`src/rtl/pe_pkg.sv`:
```
// Shared definitions for the post-butterfly add/sub array: mode encoding,
// default moduli and mode decode helpers.
package pe_pkg;

  typedef enum logic [1:0] {
    MODE_K_NTT  = 2'd0,
    MODE_K_INTT = 2'd1,
    MODE_D_NTT  = 2'd2,
    MODE_D_INTT = 2'd3
  } pe_mode_e;

  localparam int Q_K_DEF = 3329;
  localparam int Q_D_DEF = 8380417;

  function automatic logic is_intt(input logic [1:0] mode);
    return mode[0];
  endfunction

  // Dilithium modes use the full lane word; Kyber modes split it in two.
  function automatic logic is_dil(input logic [1:0] mode);
    return mode[1];
  endfunction

endpackage

```
`src/rtl/pe_addsub_array_if.sv`:
```
// Beat-level stream bundle for pe_addsub_array: input operands with mode,
// output sum/difference with mode and range flag, valid/ready on each side.
interface pe_addsub_array_if #(
  parameter int LANES = 2,
  parameter int DW    = 24
);
  logic                  in_valid;
  logic                  in_ready;
  logic [1:0]            in_mode;
  logic [LANES*DW-1:0]   in_a;
  logic [LANES*DW-1:0]   in_b;
  logic                  out_valid;
  logic                  out_ready;
  logic [LANES*DW-1:0]   out_sum;
  logic [LANES*DW-1:0]   out_diff;
  logic [1:0]            out_mode;
  logic                  out_err;

  modport master (
    output in_valid, in_mode, in_a, in_b, out_ready,
    input  in_ready, out_valid, out_sum, out_diff, out_mode, out_err
  );

  modport slave (
    input  in_valid, in_mode, in_a, in_b, out_ready,
    output in_ready, out_valid, out_sum, out_diff, out_mode, out_err
  );
endinterface

```
`src/rtl/pe_mod_lane.sv`:
```
// One lane of modular add/sub (S1) and conditional halve (S2); Kyber modes run
// two independent half-word coefficients. PE_ADDSUB_RANGE_CHECK_EN adds err_p0.
module pe_mod_lane
  import pe_pkg::*;
#(
  parameter int DW  = 24,
  parameter int Q_K = Q_K_DEF,
  parameter int Q_D = Q_D_DEF
) (
  input  logic          clk,
  input  logic          rst,
  input  logic          ld_p1,
  input  logic          ld_p2,
  input  logic [1:0]    mode_p0,
  input  logic [1:0]    mode_p1,
  input  logic [DW-1:0] a_p0,
  input  logic [DW-1:0] b_p0,
  output logic [DW-1:0] sum_p2,
  output logic [DW-1:0] diff_p2
`ifdef PE_ADDSUB_RANGE_CHECK_EN
  ,
  output logic          err_p0
`endif
);

  localparam int            H       = DW / 2;
  localparam logic [DW-1:0] QK      = DW'(Q_K);
  localparam logic [DW-1:0] QD      = DW'(Q_D);
  localparam logic [DW-1:0] LO_MASK = {{(DW-H){1'b0}}, {H{1'b1}}};

  logic [DW-1:0] sum_p1_d, sum_p1_q, diff_p1_d, diff_p1_q;
  logic [DW-1:0] sum_p2_d, sum_p2_q, diff_p2_d, diff_p2_q;

  function automatic logic [DW-1:0] mod_add(input logic [DW-1:0] a, b, q);
    logic [DW:0] s;
    s = {1'b0, a} + {1'b0, b};
    if (s >= {1'b0, q}) s = s - {1'b0, q};
    return DW'(s);
  endfunction

  function automatic logic [DW-1:0] mod_sub(input logic [DW-1:0] a, b, q);
    logic signed [DW+1:0] d;
    d = $signed({2'b00, a}) - $signed({2'b00, b});
    if (d[DW+1]) d = d + $signed({2'b00, q});
    return DW'(d);
  endfunction

  function automatic logic [DW-1:0] halve(input logic [DW-1:0] s, q);
    logic [DW:0] t;
    t = s[0] ? ({1'b0, s} + {1'b0, q}) : {1'b0, s};
    return DW'(t >> 1);
  endfunction

  function automatic logic [DW-1:0] lo_of(input logic [DW-1:0] w);
    return w & LO_MASK;
  endfunction

  function automatic logic [DW-1:0] hi_of(input logic [DW-1:0] w);
    return w >> H;
  endfunction

  function automatic logic [DW-1:0] pack(input logic [DW-1:0] lo, hi);
    return (hi << H) | (lo & LO_MASK);
  endfunction

  // S1: modular add/sub
  always_comb begin
    sum_p1_d  = sum_p1_q;
    diff_p1_d = diff_p1_q;
    if (ld_p1) begin
      if (is_dil(mode_p0)) begin
        sum_p1_d  = mod_add(a_p0, b_p0, QD);
        diff_p1_d = mod_sub(a_p0, b_p0, QD);
      end else begin
        sum_p1_d  = pack(mod_add(lo_of(a_p0), lo_of(b_p0), QK),
                         mod_add(hi_of(a_p0), hi_of(b_p0), QK));
        diff_p1_d = pack(mod_sub(lo_of(a_p0), lo_of(b_p0), QK),
                         mod_sub(hi_of(a_p0), hi_of(b_p0), QK));
      end
    end
  end

  // S2: halve the sum in INTT modes, difference passes through
  always_comb begin
    sum_p2_d  = sum_p2_q;
    diff_p2_d = diff_p2_q;
    if (ld_p2) begin
      diff_p2_d = diff_p1_q;
      if (!is_intt(mode_p1))   sum_p2_d = sum_p1_q;
      else if (is_dil(mode_p1)) sum_p2_d = halve(sum_p1_q, QD);
      else                      sum_p2_d = pack(halve(lo_of(sum_p1_q), QK),
                                                halve(hi_of(sum_p1_q), QK));
    end
  end

  always_ff @(posedge clk or posedge rst) begin
    if (rst) begin
      sum_p1_q  <= '0;
      diff_p1_q <= '0;
      sum_p2_q  <= '0;
      diff_p2_q <= '0;
    end else begin
      sum_p1_q  <= sum_p1_d;
      diff_p1_q <= diff_p1_d;
      sum_p2_q  <= sum_p2_d;
      diff_p2_q <= diff_p2_d;
    end
  end

  assign sum_p2  = sum_p2_q;
  assign diff_p2 = diff_p2_q;

`ifdef PE_ADDSUB_RANGE_CHECK_EN
  always_comb begin
    err_p0 = 1'b0;
    if (is_dil(mode_p0)) err_p0 = (a_p0 >= QD) || (b_p0 >= QD);
    else err_p0 = (lo_of(a_p0) >= QK) || (hi_of(a_p0) >= QK) ||
                  (lo_of(b_p0) >= QK) || (hi_of(b_p0) >= QK);
  end
`endif

endmodule

```
`src/rtl/pe_addsub_array.sv`:
```
// LANES-wide modular add/sub array with a two-stage valid/ready pipeline that
// carries each beat's mode. PE_ADDSUB_RANGE_CHECK_EN enables out_err.
module pe_addsub_array
  import pe_pkg::*;
#(
  parameter int LANES = 2,
  parameter int DW    = 24,
  parameter int Q_K   = Q_K_DEF,
  parameter int Q_D   = Q_D_DEF
) (
  input logic               clk,
  input logic               rst,
  pe_addsub_array_if.slave  bus
);

  logic                en, ld_p1, ld_p2;
  logic                vld_p1_d, vld_p1_q, vld_p2_d, vld_p2_q;
  logic [1:0]          mode_p1_d, mode_p1_q, mode_p2_d, mode_p2_q;
  logic [LANES*DW-1:0] sum_p2, diff_p2;

  // A full output stage that is not being drained freezes the whole pipe.
  always_comb begin
    en        = ~vld_p2_q | bus.out_ready;
    ld_p1     = en & bus.in_valid;
    ld_p2     = en & vld_p1_q;
    vld_p1_d  = en ? bus.in_valid : vld_p1_q;
    vld_p2_d  = en ? vld_p1_q : vld_p2_q;
    mode_p1_d = ld_p1 ? bus.in_mode : mode_p1_q;
    mode_p2_d = ld_p2 ? mode_p1_q : mode_p2_q;
  end

  always_ff @(posedge clk or posedge rst) begin
    if (rst) begin
      vld_p1_q  <= 1'b0;
      vld_p2_q  <= 1'b0;
      mode_p1_q <= '0;
      mode_p2_q <= '0;
    end else begin
      vld_p1_q  <= vld_p1_d;
      vld_p2_q  <= vld_p2_d;
      mode_p1_q <= mode_p1_d;
      mode_p2_q <= mode_p2_d;
    end
  end

`ifdef PE_ADDSUB_RANGE_CHECK_EN
  logic [LANES-1:0] lane_err;
  logic             err_p1_d, err_p1_q, err_p2_d, err_p2_q;

  always_comb begin
    err_p1_d = ld_p1 ? |lane_err : err_p1_q;
    err_p2_d = ld_p2 ? err_p1_q : err_p2_q;
  end

  always_ff @(posedge clk or posedge rst) begin
    if (rst) begin
      err_p1_q <= 1'b0;
      err_p2_q <= 1'b0;
    end else begin
      err_p1_q <= err_p1_d;
      err_p2_q <= err_p2_d;
    end
  end

  assign bus.out_err = vld_p2_q & err_p2_q;
`else
  assign bus.out_err = 1'b0;
`endif

  for (genvar i = 0; i < LANES; i++) begin : g_lane
    pe_mod_lane #(
      .DW  (DW),
      .Q_K (Q_K),
      .Q_D (Q_D)
    ) u_lane (
      .clk     (clk),
      .rst     (rst),
      .ld_p1   (ld_p1),
      .ld_p2   (ld_p2),
      .mode_p0 (bus.in_mode),
      .mode_p1 (mode_p1_q),
      .a_p0    (bus.in_a[i*DW +: DW]),
      .b_p0    (bus.in_b[i*DW +: DW]),
      .sum_p2  (sum_p2[i*DW +: DW]),
      .diff_p2 (diff_p2[i*DW +: DW])
`ifdef PE_ADDSUB_RANGE_CHECK_EN
      ,
      .err_p0  (lane_err[i])
`endif
    );
  end

  assign bus.in_ready  = en;
  assign bus.out_valid = vld_p2_q;
  assign bus.out_mode  = mode_p2_q;
  assign bus.out_sum   = sum_p2;
  assign bus.out_diff  = diff_p2;

endmodule

```
`src/flat_wrapper.sv`:
```
// flat-port wrapper written by rule: the top's interface ports become plain ports
module pe_addsub_array_flat import pe_pkg::*;
#(
  parameter int LANES = 2,
  parameter int DW    = 24,
  parameter int Q_K   = Q_K_DEF,
  parameter int Q_D   = Q_D_DEF
)
  (clk, rst, bus_in_valid, bus_in_mode, bus_in_a, bus_in_b, bus_out_ready, bus_in_ready, bus_out_valid, bus_out_sum, bus_out_diff, bus_out_mode, bus_out_err);
  pe_addsub_array_if #(.LANES(LANES), .DW(DW)) bus_i ();
  input logic clk;
  input logic rst;
  input wire logic [$bits(bus_i.in_valid)-1:0] bus_in_valid;
  input wire logic [$bits(bus_i.in_mode)-1:0] bus_in_mode;
  input wire logic [$bits(bus_i.in_a)-1:0] bus_in_a;
  input wire logic [$bits(bus_i.in_b)-1:0] bus_in_b;
  input wire logic [$bits(bus_i.out_ready)-1:0] bus_out_ready;
  output wire logic [$bits(bus_i.in_ready)-1:0] bus_in_ready;
  output wire logic [$bits(bus_i.out_valid)-1:0] bus_out_valid;
  output wire logic [$bits(bus_i.out_sum)-1:0] bus_out_sum;
  output wire logic [$bits(bus_i.out_diff)-1:0] bus_out_diff;
  output wire logic [$bits(bus_i.out_mode)-1:0] bus_out_mode;
  output wire logic [$bits(bus_i.out_err)-1:0] bus_out_err;
  assign bus_i.in_valid = bus_in_valid;
  assign bus_i.in_mode = bus_in_mode;
  assign bus_i.in_a = bus_in_a;
  assign bus_i.in_b = bus_in_b;
  assign bus_i.out_ready = bus_out_ready;
  assign bus_in_ready = bus_i.in_ready;
  assign bus_out_valid = bus_i.out_valid;
  assign bus_out_sum = bus_i.out_sum;
  assign bus_out_diff = bus_i.out_diff;
  assign bus_out_mode = bus_i.out_mode;
  assign bus_out_err = bus_i.out_err;
  pe_addsub_array #(.LANES(LANES), .DW(DW), .Q_K(Q_K), .Q_D(Q_D)) u_core (.clk(clk), .rst(rst), .bus(bus_i));
endmodule
```
`config.mk`:
```
export PLATFORM = sky130hd
export DESIGN_NAME = pe_addsub_array_flat
export DESIGN_NICKNAME = d
export VERILOG_FILES = /design/src/rtl/pe_pkg.sv /design/src/rtl/pe_addsub_array_if.sv /design/src/rtl/pe_mod_lane.sv /design/src/rtl/pe_addsub_array.sv /design/src/flat_wrapper.sv
export SDC_FILE = /design/constraint.sdc
export NUM_CORES = 1
export LEC_CHECK = 0
export CAP_MARGIN = 40
export CORE_MARGIN = 8
export CORE_UTILIZATION = 59
export DETAILED_ROUTE_END_ITERATION = 10
export GPL_TIMING_DRIVEN = 1
export PLACE_DENSITY = 0.82
export SYNTH_ARGS = -nofsm -noshare
export SYNTH_HDL_FRONTEND = slang
export SYNTH_SLANG_ARGS = --single-unit
```
`constraint.sdc`:
```
create_clock -name clk -period 7.8 [get_ports clk]
set_input_delay 1.56 -clock clk [delete_from_list [all_inputs] [get_ports clk]]
set_output_delay 1.56 -clock clk [all_outputs]
set_load 0.05 [all_outputs]
```
* After elaboration in Yosys (flattened, before gate mapping) *
Cells that the tools add are included.
W data, S select, Z words.

cells by class
  $add $sub $neg = 30
  order comparisons = 6
  mux-type cells = 42
  bitwise operators = 10

operator list
  operator                  number
  $mux W12                  24
  $mux W24                  12
  $or A24 B12 Y24           6
  $add A12 B12 Y13          4
  $add A12 B12 Y13 const B  4
  $ge A13 B12 Y1 const B    4
  $mux W13                  4
  $sub A12 B12 Y13          4
  $add A24 B23 Y25 const B  2
  $add A24 B24 Y25          2
  $ge A25 B23 Y1 const B    2
  $mux W25                  2
  $sub A24 B24 Y25          2
  $add A12 B11 Y12 const B  4
  $add A24 B24 Y24 const B  2
  $sub A12 B12 Y12 const B  4
  $sub A24 B23 Y24 const B  2
  $and A1 B1 Y1             2
  $not A1 Y1                1
  $or A1 B1 Y1              1

word-level totals
  register bits after elaboration = 198
  input bits = 102
  output and inout port bits = 101

* Longest topological paths before layout *
  depth in word-level cells = 7
  mapped depth = 16
  mapped depth without buffers = 15

* Cells and area by module *
Synthesis repeated with hierarchy kept, for this count alone.

second synthesis, totals
  cells, all modules = 2,583
  area total of the unflattened synthesis = 20,821.2 um^2

modules (own cells, without submodules)
  module                                 instances  area each (um^2)  cells each  sequential area each (um^2)
  pe_mod_lane (u_core.g_lane[0].u_lane)  1          10,387.5          1,293       2,402.3
  pe_mod_lane (u_core.g_lane[1].u_lane)  1          10,152.2          1,269       2,402.3
  pe_addsub_array                        1          281.5             21          150.1

* Least setup slack after synthesis *
No wires, ideal clock.

  kind = input to register
  start point = in bus_in_b[8]
  end point = reg u_core.g_lane[0].u_lane.sum_p1_q[22]
  arrival = 4.867 ns
  data required time = 7.674 ns
  setup time = 0.126 ns
  cell stages on the path = 16
  slack = 2.807 ns
  path through = inv_1 -> ha_1 -> clkbuf_1 -> nor4_1 -> a21o_1 -> o41a_1 -> or2_0 -> clkbuf_1 -> nand4_1 -> o311a_1 -> nor4_2 -> a31o_1 -> buf_2 -> nand4b_1 -> xnor2_1 -> a221o_1

between the ends
  cells in the longest elaborated chain, start to end = 4

RTL lines
  element                                                    RTL line            RTL
  start: declaration                                         flat_wrapper.sv:16  input wire logic [$bits(bus_i.in_b)-1:0] bus_in_b;
  $add A24 B24 Y25 *                                         pe_mod_lane.sv:36   s = {1'b0, a} + {1'b0, b};
  $sub A24 B23 Y24 / $ge A25 B23 Y1 (equally long branches)  pe_mod_lane.sv:37   if (s >= {1'b0, q}) s = s - {1'b0, q};
  $mux W24 *                                                 pe_mod_lane.sv:37
  $mux W24 *                                                 pe_mod_lane.sv:71   if (is_dil(mode_p0)) begin
  end signal: assignment                                     pe_mod_lane.sv:103  sum_p1_q <= sum_p1_d;
  end: declaration                                           pe_mod_lane.sv:31   logic [DW-1:0] sum_p1_d, sum_p1_q, diff_p1_d, diff_p1_q;

Mark *: on every way between the ends. The rest lies on a longest branch, timed or not.
A chain may end at the register's enable or synchronous reset.

* Worst setup path after layout *
  start point = in bus_in_b[36]
  end point = reg u_core.g_lane[1].u_lane.sum_p1_q[18]

between the ends
  cells in the longest elaborated chain, start to end = 7

RTL lines
  element                                                    RTL line            RTL
  $add A12 B12 Y13                                           pe_mod_lane.sv:36
  $sub A12 B12 Y12 / $ge A13 B12 Y1 (equally long branches)  pe_mod_lane.sv:37
  $mux W12                                                   pe_mod_lane.sv:37
  $mux W12                                                   pe_mod_lane.sv:71
  $mux W12                                                   pe_mod_lane.sv:70   if (ld_p1) begin
  $or A24 B12 Y24                                            pe_mod_lane.sv:63   return (hi << H) | (lo & LO_MASK);
  $mux W24 *                                                 pe_mod_lane.sv:71
  end signal: assignment                                     pe_mod_lane.sv:103
  end: declaration                                           pe_mod_lane.sv:31

Mark *: on every way between the ends. The rest lies on a longest branch, timed or not. The select of a mux whose other input is x is not followed.

==> flow_metrics.env <==
export IMPL_synthTopCellsByArea="dfrtp_1 (25%), xnor2_1 (7.4%), ha_1 (7.3%), o21ai_0 (5.0%), nand2_1 (4.6%)"
export IMPL_cellPowerDensity_nw_per_um2=274
export IMPL_critPathLaunch="bus_in_b[36]"
export IMPL_drtIter0Drc=2388
export IMPL_synthCells=2532
export IMPL_worstSetupPathType="in -> reg"
export IMPL_synthArstFlopShare_pct=100
export IMPL_grt_max_degree=122
export IMPL_port_buffers=201
export IMPL_maxCapViolations=0
export IMPL_via_per_inst=6.47
export IMPL_num_rows=67
export IMPL_initial_core_util_pct=59.6
export IMPL_synth_compound_area_share_pct=25.1
export IMPL_track_usage_pct=31.2
export IMPL_die_w_um=200
export IMPL_synth_top_area_cell="dfrtp_1"
export IMPL_critPathSlowestCell="or4_1"
export IMPL_ioPinCount=203
export IMPL_drtPass1Iterations=6
export IMPL_clockRootBuffer="clkbuf_16"
export IMPL_cts_setup_buffers=0
export IMPL_leakagePower_nw=9.38
export IMPL_yosysSeqAreaShare_pct=24.8
export IMPL_post_route_min_period_ns=5.90
export IMPL_synth_top_family_by_area="compound AO/OA/AOI/OAI gates"
export IMPL_ys_ff_latch=198
export IMPL_antenna_found_initial=0
export IMPL_rsz0062_at_grt="false"
export IMPL_synth_top_area_share_pct=24.8
export IMPL_synthMuxAreaShare_pct=4.60
export IMPL_worstHoldStart="u_core.mode_p1_q[1]"
export IMPL_ys_warn_count=0
export IMPL_dp_final_hpwl_um=49300
export IMPL_num_vias=20000
export IMPL_cts_hold_buf=0
export IMPL_status="completed"
export IMPL_crit_path_end_kind="register"
export IMPL_cts_buffer_depth=2
export IMPL_area_growth_syn_to_layout_pct=14.1
export IMPL_cp_arrival_ns=6.24
export IMPL_crit_chain="clkdlybuf4s50_1 > inv_1 > ha_1 > or4_1 > or3_1 > a21oi_1 > o31a_1 > o22ai_1 > or3_4 > nor3_2 > a31o_1 > nor4b_2 > xnor2_1 > a221o_1"
export IMPL_worstPathMaxFanout=17
export IMPL_gp_congestion=1.01
export IMPL_synthAdderAreaFrac_pct=8.18
export IMPL_fin_nets=2854
export IMPL_relSlewSlack_pct=32.8
export IMPL_drive_above_1_share_pct=5.72
export IMPL_setup_violations=0
export IMPL_clk_latency_ns=0.46
export IMPL_synth_area_sq_um=19900
export IMPL_fillers=2777
export IMPL_grt_first_pass_wirelength_um=101000
export IMPL_fp_dieH_um=200
export IMPL_synth_xor_area_share_pct=11.0
export IMPL_antenna_left=0
export IMPL_path_clk_slew_ns=0.08
export IMPL_peakVddDrop_uv=288
export IMPL_reg2reg_from="u_core.g_lane[1].u_lane.sum_p1_q[0]"
export IMPL_finalMaxSlewViolations=0
export IMPL_timing_setup_tns_ns=0
export IMPL_post_route_period_util_pct=75.6
export IMPL_cts_made_buffers=17
export IMPL_routed_wl_um=63700
export IMPL_rr_worst_depth=9
export IMPL_fin_skew_ns=0.0137
export IMPL_htreeDepth=4
export IMPL_ys_flop_type="dfrtp_1"
export IMPL_dieArea_sq_um=39900
export IMPL_cp_start_kind="input pin"
export IMPL_cts_resized=0
export IMPL_syn_nets=2758
export IMPL_synth_edf_count=0
export IMPL_crit_required_ns=8.14
export IMPL_max_freq_ghz=0.170
export IMPL_setup_ws_ns=1.90
export IMPL_cts_sinks=198
export IMPL_min_path_type="reg -> reg"
export IMPL_preCtsSetupSlack_ns=1.54
export IMPL_dpl_instance_area_sq_um=22200
export IMPL_grt_overflow=0
export IMPL_coreArea_sq_um=33400
export IMPL_synth_simple_area_share_pct=21.1
export IMPL_wl_per_cell_um=20.6
export IMPL_final_cell_area_sq_um=22800
export IMPL_avgSynthCellArea_sq_um=7.88
export IMPL_tritoncts="done"
export IMPL_grt_pass1_vias=18900
export IMPL_drcViolationCount=0
export IMPL_tightest_slew_ns=0.999
export IMPL_hold_depth=2
export IMPL_diodes=0
export IMPL_ys_types=96
export IMPL_max_stage_delay_ns=0.61
export IMPL_hold_viol=0
==> per-stage QoR <==
| stage | power, mW | std cells | util (%) | hold WS, ns |
|---|---|---|---|---|
| global placement | 5.19 | 3050 | 65.9 | 0.458 |
| CTS | 6.20 | 3089 | 68.1 | 0.485 |
| global route | 6.57 | 3089 | 68.1 | 0.504 |
| floorplan | 4.16 | 2532 | - | 0.436 |
| detailed placement | 5.28 | 3057 | 66.3 | 0.466 |
| finish | 6.23 | 3089 | 68.1 | 0.479 |
==> power by group <==
part           switching (mW)  internal (mW)  leakage (nW)
Clock                   0.450          0.458         0.292
Combinational            2.25           1.28          6.65
Sequential              0.378           1.41          2.44
Total                    3.08           3.15          9.38
==> area by class of cell <==
type,instances,area [sq um],share of cell area (%)
Clock buffer,18,429,1.89
Clock inverter,14,161,0.709
Inverter,126,483,2.12
Multi-Input combinational cell,2067,14000,61.4
Sequential cell,198,4960,21.8
Tap cell,448,561,2.46
Timing Repair Buffer,218,2200,9.69
==> kinds of logic (layout without fill, tap and decap cells) <==
group,after synthesis,after routing
simple gates,844,844
compound gates,761,761
buf+inv,267,376
xor+xnor,250,250
flops,198,198
fa+ha+maj,126,126
mux,85,85
other cells,1,1
==> placed cells by master (no fill, tap or decap), types with 76 or more instances in the layout <==
cell type / count
dfrtp_1: 197
a21oi_1: 174
o21ai_0: 200
nand3_1: 76
ha_1: 116
xnor2_1: 169
clkdlybuf4s50_1: 201
nor2_1: 180
nand2_1: 245
inv_1: 114
xor2_1: 81
==> synth_stat cells, drive strengths merged, types with 13 or more instances <==
cell	count
a31oi	28
nor2b	41
a21oi	174
inv	119
or3	19
nor4	36
o21ai	212
ha	116
nand3	76
a2111oi	13
mux2	53
o21a	16
xor2	81
nand4	33
dfrtp	198
or2	19
and2	20
nor2	181
a22oi	25
o211ai	32
o21bai	16
a21o	51
nor3	51
nand2	247
buf	29
o31ai	15
and3	31
mux2i	32
nand2b	24
xnor2	169
a221oi	13
clkbuf	112
a211oi	27
==> path summary, 6_finish.rpt <==
kind,endpoint,slack [ns]
worst max-delay path,u_core.g_lane[1].u_lane.sum_p1_q[18],1.90
worst min-delay path,u_core.mode_p1_q[1],0.48
worst max register to register,u_core.g_lane[1].u_lane.sum_p2[18],5.00
worst min register to register,u_core.mode_p1_q[1],0.48
max in group asynchronous,u_core.g_lane[0].u_lane.sum_p1_q[7],4.97
min in group asynchronous,u_core.g_lane[1].u_lane.diff_p2[11],1.67
==> critical path, delay by kind of cell <==
| family | cells | cell delay (ns) |
|---|---|---|
| compound gates | 5 | 1.47 |
| buf+inv | 2 | 0.58 |
| fa+ha+maj | 1 | 0.58 |
| simple gates | 5 | 1.92 |
| xor+xnor | 1 | 0.10 |
==> layer usage <==
metal  vias up  GRT usage [%]  wire, um
met5         -              0         0
met4         0           8.99      1550
met3       117           4.17      5560
met2      1030           48.0     28100
met1      9479           45.4     28500
li1       9372              -         -
==> sequential cells by signal, summed over array words and instances, names as in the netlist <==
signal and flops:
u_core.bus.out_valid 1, u_core.g_lane.u_lane.sum_p2 48, u_core.g_lane.u_lane.diff_p2 48, u_core.g_lane.u_lane.diff_p1_q 48
u_core.bus.out_mode 2, u_core.mode_p1_q 2, u_core.vld_p1_q 1, u_core.g_lane.u_lane.sum_p1_q 48
(Power assumes the default switching activity.)
